## src/rtl/nonce_collect_hub.sv

```systemverilog
`default_nettype none
// ============================================================================
//  Module      : nonce_collect_hub
//  Description : Collects golden-nonce pulses from SLAVES channels into
//                per-channel hold registers. A round-robin arbiter moves them
//                into a shared FIFO tagged with the channel ID, and an output
//                FSM hands them to serial_transmit through a send/busy
//                handshake. Nonces overwritten before they could be queued
//                are counted in a saturating drop counter.
//  Revision    : 1.0  initial release
// ----------------------------------------------------------------------------
//  Ports
//    clk           uart_clk domain clock
//    reset         synchronous, active-high
//    new_nonces    per-channel one-cycle valid pulse
//    slave_nonces  channel i at [i*NONCE_WIDTH +: NONCE_WIDTH]
//    flush         discard every buffered nonce (new work arrived)
//    serial_busy   busy flag from serial_transmit
//    serial_send   one-cycle start pulse to serial_transmit
//    golden_nonce  nonce being transmitted, stable until the next send
//    golden_chan   channel ID of golden_nonce
//    fifo_count    current FIFO occupancy
//    drop_count    saturating count of lost nonces
//  Build option
//    NONCE_DEDUP_EN : when defined, a granted nonce equal to the last pushed
//                     nonce is discarded instead of being queued.
// ============================================================================
module nonce_collect_hub #(
    parameter  int SLAVES      = 2,
    parameter  int NONCE_WIDTH = 32,
    parameter  int FIFO_DEPTH  = 8,
    parameter  int CNT_WIDTH   = 8,
    localparam int CW          = (SLAVES > 1) ? $clog2(SLAVES) : 1,
    localparam int AW          = $clog2(FIFO_DEPTH)
) (
    input  logic                          clk,
    input  logic                          reset,
    input  logic [SLAVES-1:0]             new_nonces,
    input  logic [SLAVES*NONCE_WIDTH-1:0] slave_nonces,
    input  logic                          flush,
    input  logic                          serial_busy,
    output logic                          serial_send,
    output logic [NONCE_WIDTH-1:0]        golden_nonce,
    output logic [CW-1:0]                 golden_chan,
    output logic [AW:0]                   fifo_count,
    output logic [CNT_WIDTH-1:0]          drop_count
);

    localparam int EW = CW + NONCE_WIDTH;

    typedef enum logic [1:0] {
        ST_IDLE      = 2'd0,
        ST_WAIT_ACK  = 2'd1,
        ST_WAIT_DONE = 2'd2
    } state_t;

    logic [NONCE_WIDTH-1:0] hold_q [SLAVES];
    logic [SLAVES-1:0]      hold_valid_q, hold_valid_d;
    logic [EW-1:0]          fifo_mem_q [FIFO_DEPTH];
    logic [AW:0]            wr_ptr_q, rd_ptr_q;
    logic [CW-1:0]          rr_ptr_q, rr_ptr_d;
    logic [CNT_WIDTH-1:0]   drop_count_q, drop_count_d;
    state_t                 state_q;
    logic [1:0]             tmo_q;
    logic                   serial_send_q;
    logic [NONCE_WIDTH-1:0] golden_nonce_q;
    logic [CW-1:0]          golden_chan_q;

    logic                   empty_c, full_c, pop_c;
    logic                   found_c, grant_c, push_c, dup_c;
    logic [CW-1:0]          grant_chan_c;
    logic [CW:0]            idx_c;
    logic [NONCE_WIDTH-1:0] grant_nonce_c;
    logic [4:0]             drop_num_c;
    logic [CNT_WIDTH+4:0]   drop_sum_c;

    assign fifo_count = wr_ptr_q - rd_ptr_q;
    assign empty_c    = (fifo_count == '0);
    assign full_c     = (fifo_count == (AW+1)'(FIFO_DEPTH));
    // Popping is suppressed during flush so a discarded entry is never sent.
    assign pop_c      = (state_q == ST_IDLE) && !empty_c && !serial_busy && !flush;

    // Round-robin search: first valid hold starting at rr_ptr, wrapping.
    always_comb begin
        found_c      = 1'b0;
        grant_chan_c = '0;
        idx_c        = '0;
        for (int k = 0; k < SLAVES; k++) begin
            idx_c = {1'b0, rr_ptr_q} + (CW+1)'(k);
            if (idx_c >= (CW+1)'(SLAVES)) begin
                idx_c = idx_c - (CW+1)'(SLAVES);
            end
            if (!found_c && hold_valid_q[idx_c[CW-1:0]]) begin
                found_c      = 1'b1;
                grant_chan_c = idx_c[CW-1:0];
            end
        end
    end

    assign grant_nonce_c = hold_q[grant_chan_c];
    // A full FIFO still accepts a push in the cycle it pops.
    assign grant_c       = found_c && (!full_c || pop_c) && !flush;
    assign push_c        = grant_c && !dup_c;

`ifdef NONCE_DEDUP_EN
    logic                   last_valid_q;
    logic [NONCE_WIDTH-1:0] last_nonce_q;

    assign dup_c = last_valid_q && (grant_nonce_c == last_nonce_q);

    always_ff @(posedge clk) begin
        if (reset || flush) begin
            last_valid_q <= 1'b0;
            last_nonce_q <= '0;
        end else if (push_c) begin
            last_valid_q <= 1'b1;
            last_nonce_q <= grant_nonce_c;
        end
    end
`else
    assign dup_c = 1'b0;
`endif

    // Capture / release of the hold registers and drop accounting. A reload
    // in the cycle the channel is granted is not a loss: the old value
    // leaves through the arbiter.
    always_comb begin
        hold_valid_d = hold_valid_q;
        drop_num_c   = '0;
        for (int i = 0; i < SLAVES; i++) begin
            if (flush) begin
                hold_valid_d[i] = 1'b0;
            end else if (new_nonces[i]) begin
                hold_valid_d[i] = 1'b1;
                if (hold_valid_q[i] && !(grant_c && (grant_chan_c == CW'(i)))) begin
                    drop_num_c = drop_num_c + 5'd1;
                end
            end else if (grant_c && (grant_chan_c == CW'(i))) begin
                hold_valid_d[i] = 1'b0;
            end
        end
    end

    assign drop_sum_c   = {5'd0, drop_count_q} + {{CNT_WIDTH{1'b0}}, drop_num_c};
    assign drop_count_d = (drop_sum_c > {5'd0, {CNT_WIDTH{1'b1}}}) ? {CNT_WIDTH{1'b1}}
                                                                   : drop_sum_c[CNT_WIDTH-1:0];

    always_comb begin
        rr_ptr_d = rr_ptr_q;
        if (grant_c) begin
            rr_ptr_d = (grant_chan_c == CW'(SLAVES-1)) ? '0 : grant_chan_c + CW'(1);
        end
    end

    // Hold data needs no reset; hold_valid qualifies it.
    always_ff @(posedge clk) begin
        for (int i = 0; i < SLAVES; i++) begin
            if (new_nonces[i]) begin
                hold_q[i] <= slave_nonces[i*NONCE_WIDTH +: NONCE_WIDTH];
            end
        end
    end

    always_ff @(posedge clk) begin
        if (push_c) begin
            fifo_mem_q[wr_ptr_q[AW-1:0]] <= {grant_chan_c, grant_nonce_c};
        end
    end

    always_ff @(posedge clk) begin
        if (reset) begin
            hold_valid_q <= '0;
            wr_ptr_q     <= '0;
            rd_ptr_q     <= '0;
            rr_ptr_q     <= '0;
            drop_count_q <= '0;
        end else begin
            hold_valid_q <= hold_valid_d;
            rr_ptr_q     <= rr_ptr_d;
            drop_count_q <= drop_count_d;
            if (flush) begin
                wr_ptr_q <= '0;
                rd_ptr_q <= '0;
            end else begin
                if (push_c) wr_ptr_q <= wr_ptr_q + 1'b1;
                if (pop_c)  rd_ptr_q <= rd_ptr_q + 1'b1;
            end
        end
    end

    // Output handshake FSM. WAIT_ACK gives up after four busy-free cycles so
    // a missed acknowledge cannot stall the queue.
    always_ff @(posedge clk) begin
        if (reset) begin
            state_q        <= ST_IDLE;
            tmo_q          <= '0;
            serial_send_q  <= 1'b0;
            golden_nonce_q <= '0;
            golden_chan_q  <= '0;
        end else begin
            serial_send_q <= 1'b0;
            case (state_q)
                ST_IDLE: begin
                    if (pop_c) begin
                        {golden_chan_q, golden_nonce_q} <= fifo_mem_q[rd_ptr_q[AW-1:0]];
                        serial_send_q <= 1'b1;
                        tmo_q         <= '0;
                        state_q       <= ST_WAIT_ACK;
                    end
                end
                ST_WAIT_ACK: begin
                    if (serial_busy) begin
                        state_q <= ST_WAIT_DONE;
                    end else if (tmo_q == 2'd3) begin
                        state_q <= ST_IDLE;
                    end else begin
                        tmo_q <= tmo_q + 2'd1;
                    end
                end
                ST_WAIT_DONE: begin
                    if (!serial_busy) state_q <= ST_IDLE;
                end
                default: state_q <= ST_IDLE;
            endcase
        end
    end

    assign serial_send  = serial_send_q;
    assign golden_nonce = golden_nonce_q;
    assign golden_chan  = golden_chan_q;
    assign drop_count   = drop_count_q;

endmodule
`default_nettype wire

```

## config.mk

```make
export PLATFORM = sky130hd
export DESIGN_NAME = nonce_collect_hub
export DESIGN_NICKNAME = d
export VERILOG_FILES = /design/src/rtl/nonce_collect_hub.sv
export SDC_FILE = /design/constraint.sdc
export NUM_CORES = 1
export LEC_CHECK = 0
export CORE_ASPECT_RATIO = 0.9
export CORE_MARGIN = 1.5
export CORE_UTILIZATION = 35
export DETAILED_ROUTE_END_ITERATION = 6
export GPL_ROUTABILITY_DRIVEN = 0
export HOLD_SLACK_MARGIN = 0.08
export SYNTH_ARGS = -nofsm -noshare
export SYNTH_HDL_FRONTEND = slang
export SYNTH_SLANG_ARGS = --single-unit
```

## constraint.sdc

```tcl
create_clock -name clk -period 6.8 [get_ports clk]
set_input_delay 1.02 -clock clk [delete_from_list [all_inputs] [get_ports clk]]
set_output_delay 1.02 -clock clk [all_outputs]
set_load 0.05 [all_outputs]
```

==> out/metrics.cfg <==
[outcome]
status = complete, no violations

[critical_path]
worstPathCellList = inv_2 > fa_1 > or4_4 > o31a_4 > a211oi_2 > ha_1 > a22o_2 > ha_1 > fa_1 > and3_1 > o21ai_0 > nor2_1
endpoint_kind = register
maximum_net_fanout_on_the_critical_path = 35
cpPeakStageDelay_ns = 0.63
ff2ff_path_depth = 12
worst-r2r-setup-slack_ns = 2.26
worst-path-buf-inv = 1
reg2reg_to = drop_count[4]
arrival_ns = 4.92
timing.rr.start = rd_ptr_q[1]
cp_num_cells = 12
kind_of_cell_with_the_highest_combined_delay_on_the_critical_path = adder cells
startpoint_types = register
cp-startpoint = rd_ptr_q[1]
cp_data_required_time_ns = 7.18
timing.critical_path.slowest_stage_cell = sky130_fd_sc_hd__inv_2
setup.worst_path.class = register to register
worst_setup_path_endpoint = drop_count[4]

[synth]
post_synth_cell_types = 46
syn_nets = 941
synthMuxAreaShare = 0.103
asyncSetResetFlopFracSynth = 0
synth.largest_area_cell = sky130_fd_sc_hd__edfxtp_1
ys_top_cells_by_area = sky130_fd_sc_hd__edfxtp_1 (68%), sky130_fd_sc_hd__mux4_2 (10%), sky130_fd_sc_hd__dfxtp_1 (7.8%), sky130_fd_sc_hd__nand2_1 (4.4%), sky130_fd_sc_hd__a311oi_1 (2.0%)
synth_top_family_by_area = multiplexers
synth_ff_type = sky130_fd_sc_hd__edfxtp_1
synth_adder_area_share = 0.0105
fraction_of_synthesized_cell_area_in_xor_and_xnor_cells = 0.00421
syn_area_per_cell_um2 = 16.9
mappedNetlistArea_um2 = 14600
yosys.area_share.simple = 0.0736
synth.ff_latch_count = 385
yosysTopAreaCellShare = 0.676
yosysWarningCount = 0
synth-compound-area-share = 0.0384
synth-edff-count = 328
synthesis.instances = 860
synth.yosys.seq_area_share = 0.755

[job]
drv.max_cap_violation_count = 0

[clock_tree]
clk-insertion-delay-late_ns = 0.53
clock_tree_from_tritoncts = built
cts_hold_buf = 0
cts_max_path_buffers = 3
worst_setup_hold_path_clk_slew_ns = 0.06
htree_num_levels = 2
clock_sink_count = 385
cts_root_buffer = sky130_fd_sc_hd__clkbuf_16
post-cts-setup-buffer-count = 0
cts_repair_resize_count = 0
number_of_clock_buffers_inserted_by_tritoncts = 41

[grt]
grt_antenna_before_repair = 0
globalRouteTotalUtil = 0.147
grt_pass1_wl_um = 47200
global_route.overflow_total = 0
number_of_global_route_vias_before_repair = 7694
maximum_number_of_pins_on_one_net_before_global_route_repair = 71

[drt]
drt-total-wl_um = 31000
detail-route-antenna-nets = 0
drc = 0
detail_route.iter0.violations = 500
drt-vias-per-instance = 4.93
drt_first_pass_iters = 4
num_vias = 7683
routed_wire_length_per_instance_um = 19.9

[timing]
max_freq_mhz = 220
slew_viol_final = 0
max_slew_margin = 0.320
clock-skew-final_ns = 0.0136
finalSetupViolations = 0
postLayoutSetupSlackWorst_ns = 2.26
period_utilization = 0.667
rsz0062_at_grt = no
layout_min_cycle_time_ns = 4.54
fin_setup_tns_ns = 0
worst_pin_slew_ns = 1.02
hold_violation_total_from_the_final_report = 0

[finish]
synthToLayoutAreaGrowth_pct = 21.5
post_route_cells_drive_above_1_share = 0.161
nNetsFinal = 1069
layout_common_cells = sky130_fd_sc_hd__edfxtp_1 (328), sky130_fd_sc_hd__nand2_1 (170), sky130_fd_sc_hd__clkdlybuf4s50_1 (112)
antenna-diode-count = 0
finish.cell_count_without_fillers = 1558
most_common_cell_after_layout_fill_and_taps_aside = sky130_fd_sc_hd__edfxtp_1

[placed_design]
dp_hpwl_um = 16700
place_ws_ns = 2.14
portBuffers = 115
dp.cells = 1485

[floorplanning]
ioPinCount = 116
die_width_um = 218
num_rows = 70
die_height_um = 197
initial_utilization = 0.357
placeableCoreArea_um2 = 40800
design.die.area_um2 = 42900

[pwr]
cellPowerDensity_nw_per_um2 = 286
vdd_ir_drop_max_mv = 0.207
power.share.combinational = 0.038
intPower_mw = 4.05
cellLeakagePower_nw = 5.75
power_switching_mw = 1.01
share_seq_of_total_power = 0.523
p_clk_frac = 0.438
netSwitchingFraction = 0.199

[hold_path]
hold_path.class = register to register

==> cells by family after synthesis <==
logic type,Yosys count
fa+ha+maj,11
compound gates,72
mux,67
xor+xnor,7
buf+inv,57
flops,385
simple gates,261
==> registers in the layout, summed over array words and instances (netlist names) <==
name / cells
fifo_mem_q: 264
hold_q: 64
golden_nonce: 32
drop_count: 8
rd_ptr_q: 4
wr_ptr_q: 4
hold_valid_q: 2
state_q: 2
tmo_q: 2
golden_chan: 1
rr_ptr_q: 1
serial_send: 1
==> Yosys cell counts, drive strengths merged, types with 6 or more instances <==
library cell and n:
a21oi 13, nor3 6, mux4 66, clkbuf 29, buf 17, edfxtp 328
nor2 53, a311oi 33, ha 9, dfxtp 57, nand3 6, nand2 171
o21ai 9, inv 9
==> worst min-delay path, cell delays in order, from the launching register on <==
cell and delay, ns:
sky130_fd_sc_hd__dfxtp_1 0.30, sky130_fd_sc_hd__nor2_1 0.09, sky130_fd_sc_hd__a311oi_1 0.05
==> layer usage <==
layer / up-vias / track usage / wire length, um
met3: 43 / 0.0273 / 1630
met2: 174 / 0.235 / 14600
li1: 3565 / - / -
met5: - / 0 / 0
met4: 0 / 0.0350 / 543
met1: 3901 / 0.208 / 14200
==> metrics by stage <==
step,power [mW],instance area (um^2),hold slack [ns],utilization
floorplan,2.79,14600,0.473,-
global placement,2.89,16400,0.485,0.401
detailed placement,2.90,16400,0.492,0.401
CTS,5.12,17700,0.498,0.434
global route,5.25,17700,0.517,0.434
finish,5.06,17700,0.493,0.434
==> power by group through the flow <==
stage / clock network [mW] / registers, mW / logic, mW
floorplan: 0 / 2.71 / 0.0829
global placement: 0 / 2.70 / 0.193
detailed placement: 0 / 2.70 / 0.198
CTS: 2.28 / 2.65 / 0.199
global route: 2.38 / 2.65 / 0.215
finish: 2.22 / 2.65 / 0.194
==> layout make-up <==
class,instances,area [um^2]
Fill cell,3658,23100
Sequential cell,385,11000
Multi-Input combinational cell,418,3390
Timing Repair Buffer,131,1260
Clock buffer,60,1140
Tap cell,540,676
Clock inverter,13,195
Inverter,11,41.3
==> worst min path at each step <==
| stage | endpoint | depth (start not counted) | start |
|---|---|---|---|
| after floorplan | rr_ptr_q | 2 | rr_ptr_q |
| after global placement | golden_nonce[0] | 2 | golden_nonce[0] |
| after CTS | golden_nonce[24] | 2 | golden_nonce[24] |
| after global routing | golden_nonce[3] | 2 | golden_nonce[3] |
| after detailed placement | golden_nonce[10] | 2 | golden_nonce[10] |
| final | golden_nonce[24] | 2 | golden_nonce[24] |
No activity file was read; power rests on OpenSTA's default activity.
